## src/rtl/seg_scan_ctrl_pkg.sv

```systemverilog
// rtl/seg_scan_ctrl_pkg.sv - shared widths, types and helpers for the 7-segment scan controller
package seg_scan_pkg;

  // Width of one BCD digit as seen by the shared decoder
  localparam int DIG_W = 4;

  typedef logic [DIG_W-1:0] digit_t;

  // Counter width able to hold 0..n-1; never narrower than one bit
  function automatic int seg_clog2(input int n);
    return (n <= 2) ? 1 : $clog2(n);
  endfunction

endpackage

```

## src/rtl/seg_scan_ctrl_prescaler.sv

```systemverilog
// rtl/seg_scan_ctrl_prescaler.sv - per-digit slot counter with end-of-slot and blank-gap flags
module scan_prescaler
  import seg_scan_pkg::*;
#(
  parameter int CLK_DIV   = 50000,
  parameter int BLANK_CYC = 16,
  parameter int CNT_W     = seg_clog2(CLK_DIV)
) (
  input  logic clk,
  input  logic rst_n,
  input  logic en_i,
  input  logic clr_i,
  output logic slot_end_o,
  output logic blank_nxt_o
);

  localparam logic [CNT_W-1:0] CNT_LAST  = CNT_W'(CLK_DIV - 1);
  localparam logic [CNT_W-1:0] CNT_BLANK = CNT_W'(BLANK_CYC);

  logic [CNT_W-1:0] r_cnt;
  logic [CNT_W-1:0] w_cnt_nxt;

  assign slot_end_o = (r_cnt == CNT_LAST);

  // Next count: clear wins, otherwise run 0..CLK_DIV-1 and wrap
  always_comb begin
    w_cnt_nxt = r_cnt;
    if (clr_i) begin
      w_cnt_nxt = '0;
    end else if (en_i) begin
      w_cnt_nxt = slot_end_o ? '0 : r_cnt + CNT_W'(1);
    end
  end

  // The parent registers its outputs on the same edge as the count, so it
  // needs to know whether the count it is moving to lies in the dark gap
  assign blank_nxt_o = (w_cnt_nxt < CNT_BLANK);

  // Slot counter register
  always_ff @(posedge clk or negedge rst_n) begin
    if (!rst_n) begin
      r_cnt <= '0;
    end else begin
      r_cnt <= w_cnt_nxt;
    end
  end

endmodule

```

## src/rtl/seg_scan_ctrl.sv

```systemverilog
// rtl/seg_scan_ctrl.sv - time-multiplexed scan controller driving one shared BCD-to-7-seg decoder
module seg_scan_ctrl
  import seg_scan_pkg::*;
#(
  parameter int NDIG         = 6,
  parameter int CLK_DIV      = 50000,
  parameter int BLANK_CYC    = 16,
  parameter int BLINK_FRAMES = 64
) (
  input  logic                  clk,
  input  logic                  rst_n,
  input  logic                  en_i,
  input  logic [DIG_W*NDIG-1:0] digits_i,
  input  logic [NDIG-1:0]       blink_mask_i,
  input  logic                  lz_en_i,
  output logic [DIG_W-1:0]      dig_o,
  output logic                  dec_en_o,
  output logic [NDIG-1:0]       an_n_o,
  output logic                  frame_o,
  output logic                  blink_ph_o
);

  localparam int CNT_W = seg_clog2(CLK_DIV);
  localparam int IDX_W = seg_clog2(NDIG);
  localparam int FC_W  = seg_clog2(BLINK_FRAMES);

  localparam logic [IDX_W-1:0] IDX_LAST = IDX_W'(NDIG - 1);
  localparam logic [FC_W-1:0]  FC_LAST  = FC_W'(BLINK_FRAMES - 1);

  // Scan state
  logic                  r_run;
  logic [IDX_W-1:0]      r_idx;
  logic [DIG_W*NDIG-1:0] r_snap_dig;
  logic [NDIG-1:0]       r_snap_mask;
  logic                  r_snap_lz;
  logic [FC_W-1:0]       r_fcnt;
  logic                  r_blink_ph;

  // Output flops
  logic [DIG_W-1:0]      r_dig;
  logic                  r_dec_en;
  logic [NDIG-1:0]       r_an_n;
  logic                  r_frame;

  // Next-state and decode nets
  logic                  w_slot_end;
  logic                  w_blank_nxt;
  logic                  w_restart;
  logic                  w_frame_wrap;
  logic                  w_frame_start;
  logic                  w_clr;
  logic [IDX_W-1:0]      w_idx_nxt;
  logic [DIG_W*NDIG-1:0] w_snap_dig_nxt;
  logic [NDIG-1:0]       w_snap_mask_nxt;
  logic                  w_snap_lz_nxt;
  logic [FC_W-1:0]       w_fcnt_nxt;
  logic                  w_ph_nxt;
  digit_t                w_dig_arr [NDIG];
  digit_t                w_dig_nxt;
  logic                  w_sup_nxt;
  logic                  w_show_nxt;

  // A cleared counter means either idle (en_i low) or the first enabled
  // cycle after idle/reset, which always restarts at a frame boundary
  assign w_restart     = en_i & ~r_run;
  assign w_frame_wrap  = en_i & r_run & w_slot_end & (r_idx == IDX_LAST);
  assign w_frame_start = w_restart | w_frame_wrap;
  assign w_clr         = ~en_i | ~r_run;

  scan_prescaler #(
    .CLK_DIV   (CLK_DIV),
    .BLANK_CYC (BLANK_CYC),
    .CNT_W     (CNT_W)
  ) u_prescaler (
    .clk         (clk),
    .rst_n       (rst_n),
    .en_i        (en_i),
    .clr_i       (w_clr),
    .slot_end_o  (w_slot_end),
    .blank_nxt_o (w_blank_nxt)
  );

  // Inputs are only sampled at a frame start so a frame never tears
  assign w_snap_dig_nxt  = w_frame_start ? digits_i     : r_snap_dig;
  assign w_snap_mask_nxt = w_frame_start ? blink_mask_i : r_snap_mask;
  assign w_snap_lz_nxt   = w_frame_start ? lz_en_i      : r_snap_lz;

  for (genvar k = 0; k < NDIG; k++) begin : g_dig
    assign w_dig_arr[k] = w_snap_dig_nxt[DIG_W*k +: DIG_W];
  end

  // Digit index and blink phase for the cycle being entered
  always_comb begin
    w_idx_nxt = r_idx;
    if (w_clr) begin
      w_idx_nxt = '0;
    end else if (w_slot_end) begin
      w_idx_nxt = (r_idx == IDX_LAST) ? '0 : r_idx + IDX_W'(1);
    end

    w_fcnt_nxt = r_fcnt;
    w_ph_nxt   = r_blink_ph;
    if (w_frame_wrap) begin
      if (r_fcnt == FC_LAST) begin
        w_fcnt_nxt = '0;
        w_ph_nxt   = ~r_blink_ph;
      end else begin
        w_fcnt_nxt = r_fcnt + FC_W'(1);
      end
    end
  end

  // Suppression and lit decision for the cycle being entered
  always_comb begin
    w_dig_nxt  = w_dig_arr[w_idx_nxt];
    w_sup_nxt  = ((w_idx_nxt == IDX_LAST) && w_snap_lz_nxt && (w_dig_nxt == '0)) ||
                 (w_snap_mask_nxt[w_idx_nxt] && w_ph_nxt);
    w_show_nxt = ~w_blank_nxt & ~w_sup_nxt;
  end

  // Scan state registers; frame counter and blink phase hold while idle
  always_ff @(posedge clk or negedge rst_n) begin
    if (!rst_n) begin
      r_run       <= 1'b0;
      r_idx       <= '0;
      r_snap_dig  <= '0;
      r_snap_mask <= '0;
      r_snap_lz   <= 1'b0;
      r_fcnt      <= '0;
      r_blink_ph  <= 1'b0;
    end else begin
      r_run       <= en_i;
      r_idx       <= w_idx_nxt;
      r_snap_dig  <= w_snap_dig_nxt;
      r_snap_mask <= w_snap_mask_nxt;
      r_snap_lz   <= w_snap_lz_nxt;
      r_fcnt      <= w_fcnt_nxt;
      r_blink_ph  <= w_ph_nxt;
    end
  end

  // Output flops track the slot state entered on the same edge
  always_ff @(posedge clk or negedge rst_n) begin
    if (!rst_n) begin
      r_dig    <= '0;
      r_dec_en <= 1'b0;
      r_an_n   <= '1;
      r_frame  <= 1'b0;
    end else if (!en_i) begin
      r_dig    <= '0;
      r_dec_en <= 1'b0;
      r_an_n   <= '1;
      r_frame  <= 1'b0;
    end else begin
      r_dig    <= w_dig_nxt;
      r_dec_en <= w_show_nxt;
      r_an_n   <= w_show_nxt ? ~(NDIG'(1) << w_idx_nxt) : '1;
      r_frame  <= w_frame_start;
    end
  end

  assign dig_o      = r_dig;
  assign dec_en_o   = r_dec_en;
  assign an_n_o     = r_an_n;
  assign frame_o    = r_frame;
  assign blink_ph_o = r_blink_ph;

endmodule

```

## config.mk

```make
export PLATFORM = sky130hd
export DESIGN_NAME = seg_scan_ctrl
export DESIGN_NICKNAME = d
export VERILOG_FILES = /design/src/rtl/seg_scan_ctrl_pkg.sv /design/src/rtl/seg_scan_ctrl_prescaler.sv /design/src/rtl/seg_scan_ctrl.sv
export SDC_FILE = /design/constraint.sdc
export NUM_CORES = 1
export LEC_CHECK = 0
export BUFFER_PORTS_ARGS = -buffer_cell sky130_fd_sc_hd__buf_4
export CORE_MARGIN = 3
export CORE_UTILIZATION = 27
export CTS_CLUSTER_SIZE = 28
export DETAILED_ROUTE_END_ITERATION = 16
export GPL_TIMING_DRIVEN = 1
export PLACE_DENSITY = 0.47
export SKIP_LAST_GASP = 1
export SLEW_MARGIN = 20
export SYNTH_ARGS = -nofsm -noshare
export SYNTH_HDL_FRONTEND = slang
export SYNTH_SLANG_ARGS = --single-unit
```

## constraint.sdc

```tcl
create_clock -name clk -period 3.7 [get_ports clk]
set_input_delay 0.37 -clock clk [delete_from_list [all_inputs] [get_ports clk]]
set_output_delay 0.37 -clock clk [all_outputs]
set_load 0.03 [all_outputs]
```

==> flow_summary.ini <==
[sta]
relSlewSlack = 0.413
maxSlewViolCount = 0
setup-violations-final = 0
setup_ws_ns = 0.485
tightest_slew_ns = 0.880
rsz0062_at_grt = false
fin_skew_ns = 0.0100
fin_crit_sh = 0.869
finalHoldViolations = 0
fmax_mhz = 311
timing.setup.tns_ns = 0
finalCriticalPeriod_ns = 3.22

[logic_synthesis]
yosysTopAreaCell = dfrtp_1
synth-seq-cells = 70
yosysSeqAreaShare = 0.511
ys_warn_count = 0
synth_flop_cell = dfrtp_1
netlist_top_cells_area = dfrtp_1 (46%), nand2_1 (9.7%), dfstp_2 (4.6%)
synth_compound_area_frac = 0.0825
synth_nets = 384
netlist_area_mm2 = 0.00344
synth-simple-area-share = 0.267
synth_fa_ha_area_frac = 0.00726
synth-xor-area-share = 0.0483
synth_top_family_by_area = simple AND/OR/NAND/NOR gates
synthMuxAreaShare = 0.0509
synth_edf_count = 0
netlist_instances = 348
yosysTopAreaCellShare = 0.465
synth_common_cells = nand2_1 (89), dfrtp_1 (64), nor2_1 (22)
synthArstFlopShare = 1.00
syn_area_per_cell_um2 = 9.90
yosysMostFrequentCell = nand2_1
synthDistinctLibCells = 60

[layout]
area_growth_pct = 24.4
finish.utilization = 0.350
layout.nets = 435
fin_area_mm2 = 0.00429
layout-drive-gt1-share = 0.243
antenna_cells = 0

[clock_network]
htreeDepth = 3
post_cts_buffers = 0
cts_tree = done
clk_latency_ns = 0.33
cts-root-buf = clkbuf_16
clockBufferDepth = 2
cts_resized = 0
cts_sinks = 70
clk_pin_slew_ns = 0.06
holdBufCountCts = 0
numCtsBuffers = 9

[critical_path]
path_max_fanout = 9
crit_required_ns = 3.95
worstSetupStartpointType = register
arrival_ns = 3.47
crit_chain = or4b_4 > nor4_4 > mux2i_2 > a211oi_1 > o31ai_2 > nand3b_1 > or2_1
max_stage_delay_ns = 0.67
cp_top_family = simple AND/OR/NAND/NOR gates
endpoint_kind = register
cpMaxStageDelayCell = mux2i_2
crit_type = register to register
worst-path-buf-inv = 0

[drt]
routedWlPerCell_um = 13.9
ant_nets = 0
wl_um = 7950
drc = 0
dr.pass1.iters = 4
vias_per_cell = 4.52
drt_iter0_markers = 195
vias = 2585

[floorplan]
die_h_um = 119
start_util = 0.281
core_mm2 = 0.0123
die_area_mm2 = 0.0141
rows = 40
ios = 47
die_w_um = 119

[run]
max_cap_violations = 0

[grt]
antenna_found_initial = 0
overflow = 0
grt_pass1_wl_um = 13300
grt_usage = 0.116
grt_pass1_vias = 2574
grt_max_degree = 71

[placement]
pre_cts_ws_ns = 0.497
placed_cell_area_mm2 = 0.00397
dp_hpwl_um = 5610
io_buffers = 46
place.gp.congestion = 0.711

[worst_hold_path]
worstHoldPathType = input pin to asynchronous set/reset pin

[pwr]
ir_worst_vdd_mv = 0.228
p_per_area_mw_per_mm2 = 444
leakage_nw = 1.97

[status]
outcome = finished, final reports clean
==> per-layer routing <==
layer / GRT usage / up-vias / routed length, um
li1: - / 1287 / -
met1: 0.169 / 1242 / 3910
met2: 0.174 / 54 / 3570
met3: 0.0280 / 2 / 430
met4: 0.0282 / 0 / 42
met5: 0 / - / 0
==> through the flow <==
step	cells	hold WS (ns)	power, W
final	572	0.173	0.00190
after global placement	556	0.445	0.00101
after floorplan	348	0.0744	0.000936
after global routing	572	0.229	0.00199
after detailed placement	556	0.453	0.00101
after CTS	572	0.211	0.00194
==> power breakdown <==
part | leakage, nW | internal (W) | switching [W] | total, W
Clock | 0.156 | 0.000590 | 0.000320 | 0.000909
Combinational | 0.919 | 0.0000679 | 0.0000935 | 0.000161
Sequential | 0.894 | 0.000816 | 0.0000169 | 0.000833
Total | 1.97 | 0.00147 | 0.000430 | 0.00190
==> flip-flops by register name, summed over array words and instances, names as in the netlist, 3 cells and up <==
register and count:
dig_o 4, r_snap_dig 24, r_fcnt 6, r_snap_mask 6, u_prescaler.r_cnt 16, an_n_o 6
r_idx 3
==> path summary, 6_finish.rpt <==
kind                                           start                   end  slack, ns  cells past startpoint
worst max-delay path            u_prescaler.r_cnt[5]             an_n_o[2]       0.48                      7
worst min-delay path                           rst_n         r_snap_dig[7]       0.17                      1
worst max register to register  u_prescaler.r_cnt[5]             an_n_o[2]       0.48                      7
worst min register to register  u_prescaler.r_cnt[0]  u_prescaler.r_cnt[0]       0.46                      1
max in group asynchronous                      rst_n              r_idx[0]       2.97                      1
min in group clk                        digits_i[13]        r_snap_dig[13]       0.24                      3
==> placed cells by master, fill, tap and decap left out, types with 7 or more instances in the layout <==
cell type,n
nand2_1,89
buf_4,53
o21ai_0,7
nor2b_1,7
a21oi_1,7
mux2i_1,11
xnor2_1,15
nand3_1,9
dfrtp_1,64
nor2_1,22
clkbuf_16,9
inv_1,8
==> cell families after synthesis <==
kind of cell / count (synthesis)
xor+xnor: 19
buf+inv: 22
compound gates: 41
mux: 16
simple gates: 178
fa+ha+maj: 2
flops: 70
==> final cells by class <==
cell class                      instances  area (um^2)
Fill cell                            1255         7980
Sequential cell                        70         1760
Multi-Input combinational cell        256         1570
Timing Repair Buffer                   53          398
Clock buffer                           10          229
Tap cell                              168          210
Clock inverter                          6         87.6
Inverter                                9         33.8
Note: power is estimated with default switching activity, not from simulation.
